**config.mk**
```make
export PLATFORM = sky130hd
export DESIGN_NAME = parity_scheduler
export DESIGN_NICKNAME = d
export VERILOG_FILES = /design/src/rtl/parity_sched_pkg.sv /design/src/rtl/serial_parity_engine.sv /design/src/rtl/parity_scheduler.sv
export SDC_FILE = /design/constraint.sdc
export NUM_CORES = 1
export LEC_CHECK = 0
export CORE_MARGIN = 3
export CORE_UTILIZATION = 40
export CTS_CLUSTER_DIAMETER = 30
export DETAILED_ROUTE_END_ITERATION = 12
export GPL_TIMING_DRIVEN = 0
export PLACE_DENSITY = 0.76
export SYNTH_ARGS = -nofsm -noshare
export SYNTH_HDL_FRONTEND = slang
export SYNTH_SLANG_ARGS = --single-unit
```
**constraint.sdc**
```tcl
create_clock -name clk -period 1.8 [get_ports clk]
set_input_delay 0.36 -clock clk [delete_from_list [all_inputs] [get_ports clk]]
set_output_delay 0.36 -clock clk [all_outputs]
set_load 0.05 [all_outputs]
```
**src/rtl/parity_sched_pkg.sv**
```systemverilog
// Shared types and width helpers for the round-robin parity scheduler.
package parity_sched_pkg;

  typedef enum logic [1:0] {
    IDLE   = 2'd0,
    SHIFT  = 2'd1,
    REPORT = 2'd2
  } state_t;

  // Index width for a field addressing n items; never narrower than one bit.
  function automatic int idx_width(input int n);
    return (n > 1) ? $clog2(n) : 1;
  endfunction

  localparam int NREQ_DEF  = 4;
  localparam int WIDTH_DEF = 8;
  localparam int ID_W_DEF  = idx_width(NREQ_DEF);
  localparam int CNT_W_DEF = idx_width(WIDTH_DEF);

endpackage

```
**src/rtl/serial_parity_engine.sv**
```systemverilog
// Single-flop bit-serial parity accumulator: toggles on each 1 bit, cleared by reset or clr.
module serial_parity_engine (
  input  logic clk,
  input  logic reset,
  input  logic clr,
  input  logic in,
  output logic out
);

  // Parity accumulator flop
  always_ff @(posedge clk) begin
    if (reset || clr) begin
      out <= 1'b0;
    end else if (in) begin
      out <= ~out;
    end else begin
      out <= out;
    end
  end

endmodule

```
**src/rtl/parity_scheduler.sv**
```systemverilog
// Round-robin front end sharing one serial parity engine among NREQ requesters.
// Optional expected-parity checking is built when PARITY_SCHED_CHECK_EN is defined.
module parity_scheduler
  import parity_sched_pkg::*;
#(
  parameter  int NREQ  = NREQ_DEF,
  parameter  int WIDTH = WIDTH_DEF,
  localparam int ID_W  = idx_width(NREQ),
  localparam int CNT_W = idx_width(WIDTH)
) (
  input  logic                  clk,
  input  logic                  reset,
  input  logic [NREQ-1:0]       req,
  input  logic [NREQ*WIDTH-1:0] data,
  output logic [NREQ-1:0]       gnt,
  output logic                  busy,
  output logic                  done,
  output logic [ID_W-1:0]       done_id,
  output logic                  parity_out
`ifdef PARITY_SCHED_CHECK_EN
  ,
  input  logic [NREQ-1:0]       exp_par,
  output logic                  par_err
`endif
);

  state_t            state_r, next_state_s;
  logic [WIDTH-1:0]  shreg_r;
  logic [CNT_W-1:0]  cnt_r;
  logic [ID_W-1:0]   id_r, last_r, gidx_s;
  logic [ID_W:0]     cand_s;
  logic              found_s;
  logic [WIDTH-1:0]  word_s;
  logic              eng_in_s, eng_out_s, clr_s;
`ifdef PARITY_SCHED_CHECK_EN
  logic              exp_r;
`endif

  // Round-robin pick: first asserted req searching upward from last+1, wrapping
  always_comb begin
    found_s = 1'b0;
    gidx_s  = '0;
    cand_s  = '0;
    for (int off = 1; off <= NREQ; off++) begin
      cand_s = {1'b0, last_r} + (ID_W+1)'(off);
      if (cand_s >= (ID_W+1)'(NREQ)) begin
        cand_s = cand_s - (ID_W+1)'(NREQ);
      end else begin
        cand_s = cand_s;
      end
      if (!found_s && req[cand_s[ID_W-1:0]]) begin
        found_s = 1'b1;
        gidx_s  = cand_s[ID_W-1:0];
      end else begin
        found_s = found_s;
      end
    end
  end

  assign word_s   = data[gidx_s*WIDTH +: WIDTH];
  assign clr_s    = (state_r == IDLE) && found_s;
  assign eng_in_s = (state_r == SHIFT) ? shreg_r[cnt_r] : 1'b0;

  // Next-state logic
  always_comb begin
    next_state_s = state_r;
    case (state_r)
      IDLE: begin
        if (found_s) begin
          next_state_s = SHIFT;
        end else begin
          next_state_s = IDLE;
        end
      end
      SHIFT: begin
        if (cnt_r == CNT_W'(WIDTH-1)) begin
          next_state_s = REPORT;
        end else begin
          next_state_s = SHIFT;
        end
      end
      REPORT:  next_state_s = IDLE;
      default: next_state_s = IDLE;
    endcase
  end

  // Job state, round-robin pointer and registered outputs
  always_ff @(posedge clk) begin
    if (reset) begin
      state_r    <= IDLE;
      shreg_r    <= '0;
      cnt_r      <= '0;
      id_r       <= '0;
      last_r     <= ID_W'(NREQ-1);
      gnt        <= '0;
      busy       <= 1'b0;
      done       <= 1'b0;
      done_id    <= '0;
      parity_out <= 1'b0;
    end else begin
      state_r    <= next_state_s;
      gnt        <= '0;
      busy       <= (state_r == SHIFT) || (state_r == REPORT);
      done       <= (state_r == REPORT);
      done_id    <= (state_r == REPORT) ? id_r : '0;
      parity_out <= (state_r == REPORT) ? eng_out_s : 1'b0;
      case (state_r)
        IDLE: begin
          if (found_s) begin
            gnt     <= {{(NREQ-1){1'b0}}, 1'b1} << gidx_s;
            shreg_r <= word_s;
            id_r    <= gidx_s;
            last_r  <= gidx_s;
            cnt_r   <= '0;
          end else begin
            cnt_r   <= cnt_r;
          end
        end
        SHIFT:   cnt_r <= cnt_r + CNT_W'(1);
        default: cnt_r <= cnt_r;
      endcase
    end
  end

`ifdef PARITY_SCHED_CHECK_EN
  // Expected parity latched with the word; mismatch flagged only in the report cycle
  always_ff @(posedge clk) begin
    if (reset) begin
      exp_r   <= 1'b0;
      par_err <= 1'b0;
    end else begin
      exp_r   <= clr_s ? exp_par[gidx_s] : exp_r;
      par_err <= (state_r == REPORT) ? (eng_out_s ^ exp_r) : 1'b0;
    end
  end
`endif

  serial_parity_engine u_engine (
    .clk   (clk),
    .reset (reset),
    .clr   (clr_s),
    .in    (eng_in_s),
    .out   (eng_out_s)
  );

endmodule

```
==> metrics.txt <==
status complete, no violations; Buf/Inv on CP 0; CTS Buf Count 3; initial core utilization 44.2%; Final Setup Violations 0; Peak Freq 586 MHz; DRT Pass-1 Iters 4; chip width 62.8 µm; Ys Warns 0; antenna cells 0; crit-path cells mux4_1 -> mux2_2 -> nand2_1 -> xor2_1 -> nor2_1; area grow syn2layout 44.7%; GRT overflow 0; Core Region 2920 µm²; DRC viols 0; WP depth 5; Worst EP required 2040 ps; Setup crit end kind flop; HPWL Detailed 2.34 mm; CP Data Arrival Time 1950 ps; first-pass GRT wire length 4.90 mm; Die Y 62.8 µm; sequential element share of the synthesized area 41.9%; crit path time final 1710 ps; port bufs 45; CTS tree yes; # hold bufs at CTS 0; WL/cell 13.2 µm; final slew viol count 0; drt total wl 2.91 mm; layout cells sized above 1 11.7%; worst ir drop on vdd 0.389 mV; largest net degree at the start of global routing 17; Post-synth ARST share 0%; CTS Root Cell clkbuf_4; post-DR vias/cell 4.99; WS Path Type reg -> reg; worst r2r path cells 5; Max Root-Sink Buffers 2; synthesized area 1290 µm²; Core Util, Final 63.9%; Antenna Nets Post-Route 0; worst stage delay on the critical path 580 ps; CP max stage cell mux4_1; post-synth cell types 28; critical path startpoint category flop; worst-margin pin slew 498 ps; syn avg cell area 10.2 µm²; Final nets 223; CTS H-Tree Depth 1; Post-Syn Nets 170; power density over cell area 768 nW/µm²; clk_lat worst skew 330 ps; most common cell after layout, fill and taps aside clkdlybuf4s50_1; period utilization 94.8%; synthesized flop and latch total 27; Synth Flop Type dfxtp_1; Vias 1102; final worst clock skew 3.97 ps; crit path max fanout 4; row cnt 19; final hold vios 0; critical path's top delay family multiplexers; gr usage total 15.4%; clock slew at reported path FFs 150 ps; RSZ-0062 raised after global routing no; Static Leakage 0.840 nW; Pwr Total 1.43 mW; initial antenna violation count 0; clk sink count 27; die footprint 3950 µm²; Max Cap Viol 0; Hold Path Stages 2; Synth Instances 127; routability-driven placement congestion ratio 0.805; Iter 0 DRT Violations 39; most frequent cells in the layout 32 x clkdlybuf4s50_1, 27 x dfxtp_1, 16 x mux2i_1; final hold slack 207 ps; Hold WC Path Type in -> reg; relative slew slack 67.0%; vias in the first global route 1109; Post-synth EDFFs 0; IO Pins 47
-- final timing paths --
| path | startpoint | to | slack (ps) |
|---|---|---|---|
| setup / recovery | cnt_r[0] | u_engine.out | 90 |
| hold / removal | reset | cnt_r[2] | 210 |
| setup reg to reg | cnt_r[0] | u_engine.out | 90 |
| hold reg to reg | id_r[1] | id_r[1] | 460 |
-- layout make-up --
class	count	area [µm²]
repair buffers	48	472
well taps	42	52.6
multi-input cells	89	706
inverters	5	18.8
clock inverters	1	7.51
clock buffers	3	22.5
flip-flops and latches	27	541
fillers	263	1060
plain buffers	6	48.8
-- logic make-up after synthesis --
logic type | Yosys count | share of synthesized area [%]
buffers and inverters | 11 | 4.94
AO/OA/AOI/OAI | 20 | 13.3
adder cells (fa/ha/maj) | 5 | 4.84
multiplexers | 20 | 18.1
flip-flops | 27 | 41.9
AND/OR/NAND/NOR | 43 | 16.3
XOR/XNOR | 1 | 0.678
-- registers in the layout, summed over array words and instances (netlist names) --
signal	cells
busy	1
cnt_r	3
done	1
done_id	2
gnt	4
id_r	2
last_r	2
parity_out	1
shreg_r	8
state_r	2
u_engine.out	1
-- metal layers --
| layer | vias to the layer above | wire length, µm | GRT usage (%) |
|---|---|---|---|
| li1 | 552 | - | - |
| met1 | 511 | 1130 | 15.6 |
| met2 | 35 | 1590 | 31.0 |
| met3 | 4 | 164 | 3.24 |
| met4 | 0 | 30 | 4.13 |
| met5 | - | 0 | 0 |
-- cells in the mapped netlist (2+ instances only) --
cell,instances,area (µm²)
buf_2,3,15.0
a22oi_1,2,15.0
dfxtp_1,27,541
buf_6,2,22.5
o21ai_0,3,15.0
and2_1,4,25.0
o221ai_1,7,61.3
nor2_1,12,45.0
mux4_1,2,52.6
mux2i_1,17,170
nor2b_1,3,18.8
inv_1,5,18.8
nand2_1,14,52.6
o221ai_2,2,30.0
a21oi_1,2,10.0
nand2b_1,6,37.5
ha_1,5,62.6
-- power by group --
part	internal, mW	switching (mW)
clock network	0.0851	0.185
registers	0.664	0.0378
logic	0.247	0.216
total	0.995	0.439
-- what timing repair did --
action,in CTS,in global routing
setup buffers,0,3
pin swaps,0,1
gates resized for setup,10,7
setup endpoints to repair,11,13
-- per-stage QoR --
| stage | cell area (µm²) | std cells | setup WS [ps] | setup TNS [ps] |
|---|---|---|---|---|
| floorplan | 1290 | 127 | 252 | 0 |
| finish | 1870 | 221 | 94.3 | 0 |
| detailed placement | 1790 | 214 | -371 | -4640 |
| global route | 1870 | 221 | 63.1 | 0 |
| global placement | 1790 | 214 | -315 | -4150 |
| CTS | 1820 | 218 | 8.14 | 0 |
Note: power is estimated with default switching activity, not from simulation.
